==> src/rtl/bcd_updown_ssd_pkg.sv <==
// Shared constants for the BCD up/down counter and its 7-segment driver.
// Segment patterns are {a,b,c,d,e,f,g,dp}, active low, dp always dark.
`timescale 1ns/1ps
package bcd_updown_ssd_pkg;

  localparam int BCD_W = 4;
  localparam int SSD_W = 8;

  localparam logic [SSD_W-1:0] SEG_0     = 8'h03;
  localparam logic [SSD_W-1:0] SEG_1     = 8'h9F;
  localparam logic [SSD_W-1:0] SEG_2     = 8'h25;
  localparam logic [SSD_W-1:0] SEG_3     = 8'h0D;
  localparam logic [SSD_W-1:0] SEG_4     = 8'h99;
  localparam logic [SSD_W-1:0] SEG_5     = 8'h49;
  localparam logic [SSD_W-1:0] SEG_6     = 8'h41;
  localparam logic [SSD_W-1:0] SEG_7     = 8'h1F;
  localparam logic [SSD_W-1:0] SEG_8     = 8'h01;
  localparam logic [SSD_W-1:0] SEG_9     = 8'h09;
  localparam logic [SSD_W-1:0] SEG_BLANK = 8'hFF;

  function automatic logic [SSD_W-1:0] seg_decode(
    input logic [BCD_W-1:0] d
  );
    logic [SSD_W-1:0] s;
    case (d)
      4'd0:    s = SEG_0;
      4'd1:    s = SEG_1;
      4'd2:    s = SEG_2;
      4'd3:    s = SEG_3;
      4'd4:    s = SEG_4;
      4'd5:    s = SEG_5;
      4'd6:    s = SEG_6;
      4'd7:    s = SEG_7;
      4'd8:    s = SEG_8;
      4'd9:    s = SEG_9;
      default: s = SEG_BLANK;
    endcase
    return s;
  endfunction

endpackage

==> src/rtl/bcd_updown_ssd_digit.sv <==
// One BCD digit of the up/down counter.
// carry doubles as borrow; it feeds the step input of the next digit up.
`timescale 1ns/1ps
module bcd_digit
  import bcd_updown_ssd_pkg::*;
(
  input  logic             clk,
  input  logic             rst_n,
  input  logic             clr,
  input  logic             load,
  input  logic [BCD_W-1:0] load_val,
  input  logic             step,
  input  logic             up_dn,
  output logic [BCD_W-1:0] digit,
  output logic             carry
);

  logic at_edge;

  assign at_edge = up_dn ? (digit == 4'd9)
                         : (digit == 4'd0);
  assign carry   = step && at_edge;

  // clr beats load beats step; load saturates non-BCD codes to 9
  always_ff @(posedge clk or negedge rst_n) begin
    if (!rst_n) begin
      digit <= '0;
    end else if (clr) begin
      digit <= '0;
    end else if (load) begin
      digit <= (load_val > 4'd9) ? 4'd9 : load_val;
    end else if (step) begin
      if (at_edge)
        digit <= up_dn ? 4'd0 : 4'd9;
      else if (up_dn)
        digit <= digit + 4'd1;
      else
        digit <= digit - 4'd1;
    end
  end

endmodule

==> src/rtl/bcd_updown_ssd.sv <==
// N-digit BCD up/down counter with prescaler, preset and wrap flag,
// driving a scanned multi-digit 7-segment display.
`timescale 1ns/1ps
module bcd_updown_ssd
  import bcd_updown_ssd_pkg::*;
#(
  parameter int DIGITS   = 4,
  parameter int TICK_DIV = 100000000,
  parameter int SCAN_DIV = 131072,
  parameter int LZB      = 1
) (
  input  logic                    clk,
  input  logic                    rst_n,
  input  logic                    en,
  input  logic                    up_dn,
  input  logic                    clr,
  input  logic                    load,
  input  logic [BCD_W*DIGITS-1:0] load_val,
  output logic [BCD_W*DIGITS-1:0] count,
  output logic                    wrap,
  output logic [SSD_W-1:0]        segs,
  output logic [DIGITS-1:0]       ssd_ctl
);

  localparam int PW = (TICK_DIV > 1) ? $clog2(TICK_DIV) : 1;
  localparam int SW = (SCAN_DIV > 1) ? $clog2(SCAN_DIV) : 1;
  localparam int IW = (DIGITS > 1) ? $clog2(DIGITS) : 1;

  localparam logic [PW-1:0] P_LAST = PW'(TICK_DIV - 1);
  localparam logic [SW-1:0] S_LAST = SW'(SCAN_DIV - 1);
  localparam logic [IW-1:0] I_LAST = IW'(DIGITS - 1);

  logic [PW-1:0]    presc;
  logic             tick;
  logic [DIGITS:0]  chain;
  logic [BCD_W-1:0] digs [DIGITS];
  logic [SW-1:0]    scan_cnt;
  logic [IW-1:0]    idx;
  logic [DIGITS-1:0] blank;
  logic             higher_nz;

  assign tick     = en && (presc == P_LAST);
  assign chain[0] = tick;

  // Prescaler: free-runs while enabled, restarts on clr/load
  always_ff @(posedge clk or negedge rst_n) begin
    if (!rst_n)
      presc <= '0;
    else if (clr || load)
      presc <= '0;
    else if (en)
      presc <= tick ? '0 : presc + PW'(1);
  end

  for (genvar g = 0; g < DIGITS; g++) begin : g_dig
    bcd_digit u_dig (
      .clk      (clk),
      .rst_n    (rst_n),
      .clr      (clr),
      .load     (load),
      .load_val (load_val[g*BCD_W +: BCD_W]),
      .step     (chain[g]),
      .up_dn    (up_dn),
      .digit    (count[g*BCD_W +: BCD_W]),
      .carry    (chain[g+1])
    );
    assign digs[g] = count[g*BCD_W +: BCD_W];
  end

  // Wrap: carry out of the MSD on an unpreempted tick
  always_ff @(posedge clk or negedge rst_n) begin
    if (!rst_n)
      wrap <= 1'b0;
    else
      wrap <= tick && !clr && !load && chain[DIGITS];
  end

  // Scan timer and digit index, independent of count control
  always_ff @(posedge clk or negedge rst_n) begin
    if (!rst_n) begin
      scan_cnt <= '0;
      idx      <= '0;
    end else if (scan_cnt == S_LAST) begin
      scan_cnt <= '0;
      idx      <= (idx == I_LAST) ? '0 : idx + IW'(1);
    end else begin
      scan_cnt <= scan_cnt + SW'(1);
    end
  end

  // Leading-zero mask: digit i>0 dark when it and all above are 0
  always_comb begin
    blank     = '0;
    higher_nz = 1'b0;
    for (int i = DIGITS - 1; i > 0; i--) begin
      higher_nz = higher_nz | (digs[i] != '0);
      blank[i]  = (LZB != 0) && !higher_nz;
    end
  end

  // Segment and enable registers share one index: no ghosting
  always_ff @(posedge clk or negedge rst_n) begin
    if (!rst_n) begin
      segs    <= SEG_0;
      ssd_ctl <= ~DIGITS'(1);
    end else begin
      ssd_ctl <= ~(DIGITS'(1) << idx);
      segs    <= blank[idx] ? SEG_BLANK
                            : seg_decode(digs[idx]);
    end
  end

endmodule
==> config.mk <==
export PLATFORM = sky130hd
export DESIGN_NAME = bcd_updown_ssd
export DESIGN_NICKNAME = d
export VERILOG_FILES = /design/src/rtl/bcd_updown_ssd_pkg.sv /design/src/rtl/bcd_updown_ssd_digit.sv /design/src/rtl/bcd_updown_ssd.sv
export SDC_FILE = /design/constraint.sdc
export NUM_CORES = 1
export LEC_CHECK = 0
export CAP_MARGIN = 30
export CORE_UTILIZATION = 35
export CTS_BUF_LIST = sky130_fd_sc_hd__clkbuf_4 sky130_fd_sc_hd__clkbuf_8
export DETAILED_ROUTE_END_ITERATION = 8
export SYNTH_ARGS = -nofsm -noshare
export SYNTH_HDL_FRONTEND = slang
export SYNTH_SLANG_ARGS = --single-unit
==> constraint.sdc <==
create_clock -name clk -period 3.1 [get_ports clk]
set_input_delay 0.465 -clock clk [delete_from_list [all_inputs] [get_ports clk]]
set_output_delay 0.465 -clock clk [all_outputs]
set_load 0.03 [all_outputs]
; ---- Yosys cells after proc, flatten, opt, wreduce, memory -nomap -nowiden
; Memories as Yosys holds them, arrays and structs flattened.
; Cells that the tools add are included.
[totals]
ff_bits = 75
rom_bits = 112
input_bits = 22
output_inout_bits = 29
word_cells = 106
memories = 1
[classes]
n_addsub = 11
n_lt_le_gt_ge = 6
eq_ne = 7
shift = 1
muxes = 40
bitwise_logic = 4
n_reduce_logical = 26
[memory_table]
columns = memory, words, width, read_ports, rd_clocked_by_memory_dff, write_ports, line_no
row1 = (name not given), 16, 7, 1, 0, 0, bcd_updown_ssd_pkg.sv:25  ; case (d)
[ops]
columns = cell, n
row1 = 4-bit 2-to-1 mux, 27
row2 = 27-bit 2-to-1 mux, 3
row3 = "27-bit by 1-bit adder with 27-bit output, second input constant", 1
row4 = "27-bit == test, second input constant", 1
row5 = "17-bit by 1-bit adder with 17-bit output, second input constant", 1
row6 = "17-bit == test, second input constant", 1
row7 = 17-bit 2-to-1 mux, 1
row8 = "4-bit by 1-bit adder with 4-bit output, second input constant", 4
row9 = "4-bit == test, second input constant", 4
row10 = "4-bit greater-than comparator, second input constant", 4
row11 = 4-bit zero test, 4
row12 = "4-bit by 1-bit subtractor with 4-bit output, second input constant", 4
row13 = 3-bit nonzero test, 4
row14 = 4-bit nonzero test, 3
row15 = 4-bit binary-select mux with 2-bit select, 1
row16 = 1-bit logical AND, 8
row17 = 8-bit 2-to-1 mux, 1
row18 = 1-bit zero test, 5
row19 = 1-bit 2-to-1 mux, 5
row20 = 4-bit inverter, 1
row21 = "1-bit by 2-bit left shift with 4-bit output, first input constant", 1
row22 = "3-bit >= comparator, second input constant", 1
row23 = "2-bit by 3-bit < comparator with 1-bit output, second input constant", 1
row24 = 2-bit inverter with 3-bit output, 1
row25 = other kinds (7), 8

; ---- Logic depth before layout (Yosys ltp)
; Gate-level depths: netlist (run 1).
[depth]
word_depth = 8
mapped_depth = 9
depth_no_buf = 7

; ---- Cells and area by module
; A second synthesis (run 1) with hierarchy kept.
[hier_totals]
hier_cells = 515
area_unflattened_um2 = 4677.0
[modules_own_cells]
columns = module, n_inst, cells_each, area_per_inst_um2, seq_area_each_um2
row1 = bcd_updown_ssd, 1, 327, 3114.2, 1456.4
row2 = bcd_digit at g_dig[1].u_dig ..., 3, 49, 395.4, 100.1
row3 = bcd_digit at g_dig[0].u_dig, 1, 41, 376.6, 100.1

; ---- Least setup slack after synthesis (run 1)
; Ideal clock, no wire load.
[synth_path]
path_type = input -> register
startpoint = input up_dn
endpoint = register g_dig[1].u_dig.digit[3]
setup_time_ps = 66
arrival_time_ps = 2353
required_ps = 3034
slack_ps = 681
path_stages = 9
path_buffers = 2
cell_sequence = buf_2 -> clkbuf_1 -> inv_1 -> ha_1 -> a21o_1 -> a21oi_1 -> a41oi_1 -> a311o_1 -> nand2_1
[synth_between]
elab_chain_len = 5
word_cells_on_any_way = 10
cone_classes = mux (8) / reduce/logical (2)
[synth_lines]
columns = item, line_no
row1 = "start, declared", bcd_updown_ssd.sv:15  ; input logic up_dn,
row2 = 4-bit 2-to-1 mux (tied with other cells), bcd_updown_ssd_digit.sv:35  ; else if (up_dn)
row3 = 4-bit 2-to-1 mux, bcd_updown_ssd_digit.sv:33  ; if (at_edge)
row4 = 4-bit 2-to-1 mux, bcd_updown_ssd_digit.sv:32  ; end else if (step) begin
row5 = 4-bit 2-to-1 mux, bcd_updown_ssd_digit.sv:30  ; end else if (load) begin
row6 = 4-bit 2-to-1 mux, bcd_updown_ssd_digit.sv:28  ; end else if (clr) begin
row7 = "end signal, assigned", bcd_updown_ssd_digit.sv:31  ; digit <= (load_val > 4'd9) ? 4'd9 : load_val;
row8 = "end signal, assigned", bcd_updown_ssd_digit.sv:34  ; digit <= up_dn ? 4'd0 : 4'd9;
row9 = "end signal, assigned", bcd_updown_ssd_digit.sv:36  ; digit <= digit + 4'd1;
row10 = "end, declared", bcd_updown_ssd_digit.sv:14  ; output logic [BCD_W-1:0] digit,
; Parallel ways exist; a longest one is shown, timed or not. The select of a mux whose other input is x is not followed.
; A chain may end at the register's enable or synchronous reset.

; ---- Final worst setup path (run 1)
[layout_path]
startpoint = input up_dn
endpoint = register g_dig[2].u_dig.digit[1]
[layout_between]
elab_chain_len = 5
word_cells_on_any_way = 11
cone_classes = mux (8) / reduce/logical (3)
[layout_lines]
columns = item, line_no
row1 = 4-bit 2-to-1 mux or 1-bit 2-to-1 mux (tied branches), "bcd_updown_ssd_digit.sv:35, bcd_updown_ssd_digit.sv:20"
row2 = 4-bit 2-to-1 mux, bcd_updown_ssd_digit.sv:33
row3 = 4-bit 2-to-1 mux, bcd_updown_ssd_digit.sv:32
row4 = 4-bit 2-to-1 mux, bcd_updown_ssd_digit.sv:30
row5 = 4-bit 2-to-1 mux, bcd_updown_ssd_digit.sv:28
row6 = "end signal, assigned", bcd_updown_ssd_digit.sv:31
row7 = "end signal, assigned", bcd_updown_ssd_digit.sv:34
row8 = "end signal, assigned", bcd_updown_ssd_digit.sv:36
row9 = "end, declared", bcd_updown_ssd_digit.sv:14
; Parallel ways exist; a longest one is shown, timed or not. The select of a mux whose other input is x is not followed.

==> results of run 1 <==
-- how the worst max path moves through the flow --
stage | startpoint | end | slack, ns | cells after the start
2_1_floorplan | up_dn | g_dig[1].u_dig.digit[3] | 0.68 | 9
3_3_place_gp | up_dn | g_dig[2].u_dig.digit[2] | 0.32 | 6
3_5_place_dp | up_dn | g_dig[2].u_dig.digit[2] | 0.24 | 6
4_1_cts | up_dn | g_dig[2].u_dig.digit[1] | 0.61 | 6
5_1_grt | scan_cnt[0] | idx[1] | 0.38 | 6
6_report | up_dn | g_dig[2].u_dig.digit[1] | 0.57 | 6
-- timing repair --
item | 4_1_cts | 5_1_grt
hold buffers | 0 | 1
hold endpoints to repair | 0 | 6
setup buffers | 0 | 0
setup endpoints to repair | 0 | 0
-- per-stage QoR --
| step | hold WS (ns) | total power (W) | worst slack, ns |
|---|---|---|---|
| after CTS | 0.2693 | 0.002194 | 0.6111 |
| after detailed placement | 0.4645 | 0.001405 | 0.2387 |
| after floorplan | 0.1694 | 0.001245 | 0.6806 |
| after global routing | 0.4567 | 0.002281 | 0.3766 |
| final | 0.4670 | 0.002169 | 0.5717 |
| after global placement | 0.4590 | 0.001400 | 0.3156 |
-- layer usage --
layer  part of all wire, %  up-vias
met4                   2.2        0
met5                     0        -
met1                    46     1960
met2                    46      140
li1                      -     1987
met3                   5.5       17
-- registers in the layout, summed over array words and instances (netlist names) --
signal and count:
scan_cnt 17, idx 2, presc 27, segs 7, g_dig.u_dig.digit 16, wrap 1, ssd_ctl 4
-- cells by family (layout without fill, tap and decap cells) --
family,after synthesis,count (layout),synth area share (%)
multiplexers,8,8,2.746
XOR/XNOR,37,37,6.839
flip-flops,74,74,39.19
other,1,1,0.07914
AO/OA/AOI/OAI,92,92,13.12
AND/OR/NAND/NOR,240,240,26.43
buffers and inverters,50,101,4.357
adder cells (fa/ha/maj),25,25,7.235
-- power by group through the flow --
stage | Clock, W | Combinational (W) | Sequential [W]
CTS | 0.000806 | 0.000358 | 0.00103
global placement | 0 | 0.000352 | 0.00105
floorplan | 0 | 0.000168 | 0.00108
global route | 0.000848 | 0.000399 | 0.00103
finish | 0.000776 | 0.000363 | 0.00103
detailed placement | 0 | 0.000356 | 0.00105
-- layout make-up --
| class | count | area [um2] |
|---|---|---|
| Clock buffer | 10 | 131.4 |
| Clock inverter | 6 | 66.31 |
| Fill cell | 1340 | 7590 |
| Inverter | 24 | 90.09 |
| Multi-Input combinational cell | 403 | 2675 |
| Sequential cell | 74 | 1857 |
| Tap cell | 176 | 220.2 |
| Timing Repair Buffer | 61 | 613.1 |
-- cells in the mapped netlist, types with 4 or more instances --
cell       n  share of area, %
nor4_1    12               1.6
xnor2_1   13               2.4
nor3_1    18               1.9
xor2_1    24               4.4
and4_1     6               1.1
a31oi_1    5              0.66
nand2b_1   8               1.1
inv_1     23               1.8
and3_1     5              0.66
or4_1      4              0.63
or3_1      9               1.2
nand2_1   54               4.3
clkbuf_1  20               1.6
fa_1       4               1.7
ha_1      21               5.5
a311oi_1   5              0.92
and2_1     8               1.1
nor2b_1    7              0.92
nand3_1   25               2.6
o211ai_1   4              0.63
mux4_2     4               1.9
a21oi_1   17               1.8
nor2_1    53               4.2
o21ai_0   18               1.9
mux2i_1    4              0.85
a211oi_1   5              0.79
dfrtp_1   70                37
a21o_1     5              0.79
nand4_1   18               2.4
dfstp_2    4               2.2
a32oi_1    4              0.74
o22ai_1    4              0.53
==> run metrics, run 1 <==
final-report hold violation count=0; Non-Filler Instances=about 750; MaxCap Viol Count=0; CP Data Required Time=3.36 ns; CTS Sinks=74; leading cell type in the layout, fill and taps excluded=dfrtp_1; flops & latches, synth=74; number of vias per cell=approximately 5.4; syn avg cell area=roughly 9 um2; net count after synthesis=574; largest net degree at the start of global routing=75; H-tree Lvls=3; worst vdd ir=~0.26 mV; Placer Congestion=0.9016; Avg WL per Cell=about 16 um; worst min path class=in -> async; first-pass GRT wire length=20.04 mm; slowest cell on the critical path=a2111oi_0; share of layout cells above drive strength 1=7.785%; post-route minimum period=2.528 ns; CP bufs+invs=1; prevailing post-synth register cell=dfrtp_1; met1 Use GR=24.33%; Syn Std Cell Area=4738 um2; die area=roughly 14000 um2; Slew Limit Fails=0; cts bufs inserted=9; Starting DRT DRC Count=around 220; Post-Syn Instances=527; YS warnings=0; busiest layer in global routing=met2; DIE HEIGHT=118.4 um; crit path DAT=~2.8 ns; RSZ-0062 raised after global routing=false; Post-Route WL=11.82 mm; clock share of power=35.8%; commonest cells after routing, fill and taps aside=dfrtp_1, nand2_1, nor2_1; R2R Path End=g_dig[2].u_dig.digit[1]; DP Cell Count=around 740; Slew headroom=50.34%; CP endpoint kind=flip-flop; clock-pin slew on the worst setup and hold paths=around 0.080 ns; CTS tree=built; Clk Latency, worst-skew pair=0.37 ns; nets@finish=620; status=finished, final reports clean; Logic pwr share=about 17%; via count=~4100; switching share of total power=29.56%; num rows=42; internal power=0.001528 W; core box area=13240 um2; crit-path cells=clkdlybuf4s50_1 > or3_1 > a2111oi_0 > and4_1 > nand3_1 > a311oi_1; GRT overflow=0; vias in the first global route=4049; initial antenna violation count=0; Post-synth EDFFs=0; Layout area overhead=19.30%; IO Pins=51; Worst Path Max Fanout=7; first-pass iteration count of the detailed router=7; fmax=~0.40 GHz; post-layout util=42.69%; # setup viols final=0; final period utilization=81.56%; sequential area share after synthesis=39.19%; Root Driver=clkbuf_8; GRT Overall Usage=between 10% and 20%; Resize count post-CTS=0; CP top delay family=simple AND/OR/NAND/NOR gates; crit path launch type=input pin; M2 GR Usage=27.79%; Async SR Flop Fraction=100.0%; # diodes=0; input/output buffers=49; crit path kind=in -> reg; Slew @ Worst Pin=roughly 0.74 ns; Final TNS setup=0 ns; Antenna Nets Post-Route=0; clk_skew=0.01740 ns; HPWL after detailed placement=8.324 mm; met3 usage in global routing=around 4.2%; NetSw=0.0006412 W; reg2reg path depth=5; fin area=5653 um2; # DRC=0; DP Area=5418 um2; Die X=118.4 um; Lkg Pwr=2.311 nW; CTS Buffer Depth=2; CP peak stage delay=around 0.54 ns; Seq pwr share=around 48%; R2R Path Start=g_dig[0].u_dig.digit[3]; R2R Setup Slk=0.63 ns; Starting Density=35.78%; power per cell area=383.7 nW/um2; Yosys cell types=62
No activity file was read; power rests on OpenSTA's default activity.
==> inputs of run 2 (changes only) <==
==> constraint.sdc (replaced) <==
create_clock -name clk -period 2.6 [get_ports clk]
set_input_delay 0.39 -clock clk [delete_from_list [all_inputs] [get_ports clk]]
set_output_delay 0.39 -clock clk [all_outputs]
set_load 0.03 [all_outputs]
==> run metrics, run 2 (synthesis gave the netlist of run 1 again) <==
status=finished, final reports clean (unchanged); Hold WS=0.03933 ns (was 0.4670 ns); Post-Route WL=12.23 mm (was 11.82 mm); reg2reg path depth=5 (unchanged); crit path launch type=input pin (unchanged); initial antenna violation count=0 (unchanged); NetSw=0.0007748 W (was 0.0006412 W); Starting Density=35.78% (unchanged); final period utilization=roughly nine tenths; CP endpoint kind=flip-flop (unchanged); HPWL after detailed placement=8.814 mm (was 8.324 mm); Root Driver=clkbuf_8 (unchanged); R2R Path End=g_dig[3].u_dig.digit[1] (was g_dig[2].u_dig.digit[1]); CTS hold repair buffers=0 (unchanged); H-tree Lvls=3 (unchanged); number of vias per cell=5.384 (was 5.443); Clk Latency, worst-skew pair=0.36 ns (was 0.37 ns); Slew headroom=46.50% (was 50.34%); GRT overflow=0 (unchanged); Starting DRT DRC Count=243 (was 223); nets@finish=644 (was 620); post-CTS setup buffer count=0 (unchanged); MaxCap Viol Count=0 (unchanged); clock-pin slew on the worst setup and hold paths=0.09 ns (was 0.08 ns); GRT Overall Usage=18.27% (was 18.10%); DIE HEIGHT=118.4 um (unchanged); R2R Path Start=presc[17] (was g_dig[0].u_dig.digit[3]); CP Data Required Time=2.84 ns (was 3.36 ns); Worst Path Max Fanout=6 (was 7); leading cell type in the layout, fill and taps excluded=dfrtp_1 (unchanged); Slew Limit Fails=0 (unchanged); fmax=~0.42 GHz; # diodes=0 (unchanged); largest net degree at the start of global routing=48 (was 75); vias in the first global route=4098 (was 4049); slowest cell on the critical path=a2111oi_0 (unchanged); cts bufs inserted=9 (unchanged); via count=4189 (was 4104); # DRC=0 (unchanged); max FFs per register=27 (unchanged); internal power=0.001935 W (was 0.001528 W); switching share of total power=28.59% (was 29.56%); Largest regs=presc: 27 flops, scan_cnt: 17 flops, g_dig.u_dig.digit: 16 flops (unchanged); IO Pins=51 (unchanged); CTS tree=built (unchanged); CP bufs+invs=1 (unchanged); num rows=42 (unchanged); clock share of power=38.0% (was 35.8%); Antenna Nets Post-Route=0 (unchanged); worst min path class=in -> async (unchanged); clk_skew=0.01345 ns (was 0.01740 ns); die area=14010 um2 (unchanged); RSZ-0062 raised after global routing=false (unchanged); first-pass iteration count of the detailed router=4 (was 7); PnR worst setup slack=0.2408 ns (was 0.5717 ns); first-pass GRT wire length=20.29 mm (was 20.04 mm); Die X=118.4 um (unchanged); Avg WL per Cell=15.72 um (was 15.68 um); CP top delay family=compound AO/OA/AOI/OAI gates (was simple AND/OR/NAND/NOR gates); crit-path cells=clkdlybuf4s50_1 > or3_1 > a2111oi_0 > nand4_1 > o21ai_0 > a221oi_1 (was clkdlybuf4s50_1 > or3_1 > a2111oi_0 > and4_1 > nand3_1 > a311oi_1); Seq pwr share=44.9% (was 47.5%); power per cell area=463.5 nW/um2 (was 383.7 nW/um2); CTS Sinks=74 (unchanged); Resize count post-CTS=0 (unchanged); dpl ws=-0.06389 ns (was 0.2387 ns); CTS Buffer Depth=2 (unchanged); Slew @ Worst Pin=0.8025 ns (was 0.7399 ns); share of layout cells above drive strength 1=11.63% (was 7.785%); Lkg Pwr=2.431 nW (was 2.311 nW); Logic pwr share=17.1% (was 16.7%); crit path DAT=2.60 ns (was 2.79 ns); worst vdd ir=0.2060 mV (was 0.2573 mV); final-report hold violation count=0 (unchanged); # setup viols final=0 (unchanged); Layout area overhead=23.40% (was 19.30%); crit path kind=in -> reg (unchanged); commonest cells after routing, fill and taps aside=dfrtp_1, nand2_1, nor2_1 (unchanged); R2R Setup Slk=0.29 ns (was 0.63 ns); post-route minimum period=2.359 ns; core box area=13240 um2 (unchanged); input/output buffers=49 (unchanged); CP peak stage delay=0.55 ns (was 0.54 ns); Placer Congestion=0.8663 (was 0.9016); Largest Register=presc (unchanged)
[run 2: cell count changes in the layout (fill, tap and decap cells not counted), sizes merged]
cell / before / now
bufinv: 1 / 2
clkinvlp: 0 / 1
clkinv: 5 / 3
dlygate4sd3: 1 / 0
buf: 12 / 37
[run 2: routing by layer]
layer | part of all wire (%) | vias to the layer above | global-route usage [%]
li1 | - | 2033 | -
met1 | 46 | 2017 | 24.57
met2 | 47 | 116 | 28.97
met3 | 5.2 | 23 | 3.378
met4 | 2.3 | 0 | 7.292
met5 | 0 | - | 0
[run 2: worst max path at each step]
| stage | start | cells after the start | endpoint | slack, ns |
|---|---|---|---|---|
| after global routing | presc[0] | 6 | presc[25] | 0.10 |
| final | up_dn | 6 | g_dig[3].u_dig.digit[1] | 0.24 |
| after floorplan | up_dn | 9 | g_dig[1].u_dig.digit[3] | 0.26 |
| after global placement | up_dn | 6 | g_dig[2].u_dig.digit[3] | 0.02 |
| after detailed placement | en | 7 | g_dig[1].u_dig.digit[2] | -0.06 |
| after CTS | up_dn | 7 | g_dig[2].u_dig.digit[2] | 0.29 |
[run 2: final cells by class]
type                            instances  area (um2)
Timing Repair Buffer                   85       783.3
Clock inverter                          6       90.09
Tap cell                              176       220.2
Clock buffer                           10       131.4
Fill cell                            1288        7396
Multi-Input combinational cell        403        2675
Sequential cell                        74        1857
Inverter                               24       90.09
[run 2: metrics by stage]
step	total power, W	util [%]	setup TNS (ns)	instance area (um2)	instances
floorplan	0.001485	-	0	4738	527
global placement	0.001696	42.48	0	5625	762
detailed placement	0.001701	42.48	-0.2919	5625	762
CTS	0.002737	44.15	0	5847	778
global route	0.002829	44.15	0	5847	778
finish	0.002710	44.15	0	5847	778
[run 2: power groups by stage]
stage	Sequential, W	Clock (W)	Combinational (W)
6_report	0.00122	0.00103	0.000463
5_1_grt	0.00122	0.00110	0.000506
4_1_cts	0.00122	0.00106	0.000465
3_5_place_dp	0.00124	0	0.000463
3_3_place_gp	0.00124	0	0.000457
2_1_floorplan	0.00128	0	0.000201
==> inputs of run 3 (changes only) <==
--- a/config.mk
+++ b/config.mk
@@ -12,3 +12,4 @@
 export SYNTH_ARGS = -nofsm -noshare
 export SYNTH_HDL_FRONTEND = slang
 export SYNTH_SLANG_ARGS = --single-unit
+export TNS_END_PERCENT = 20
==> results of run 3 <==
No change in the layout: final DEF, timing and power equal those of run 2.
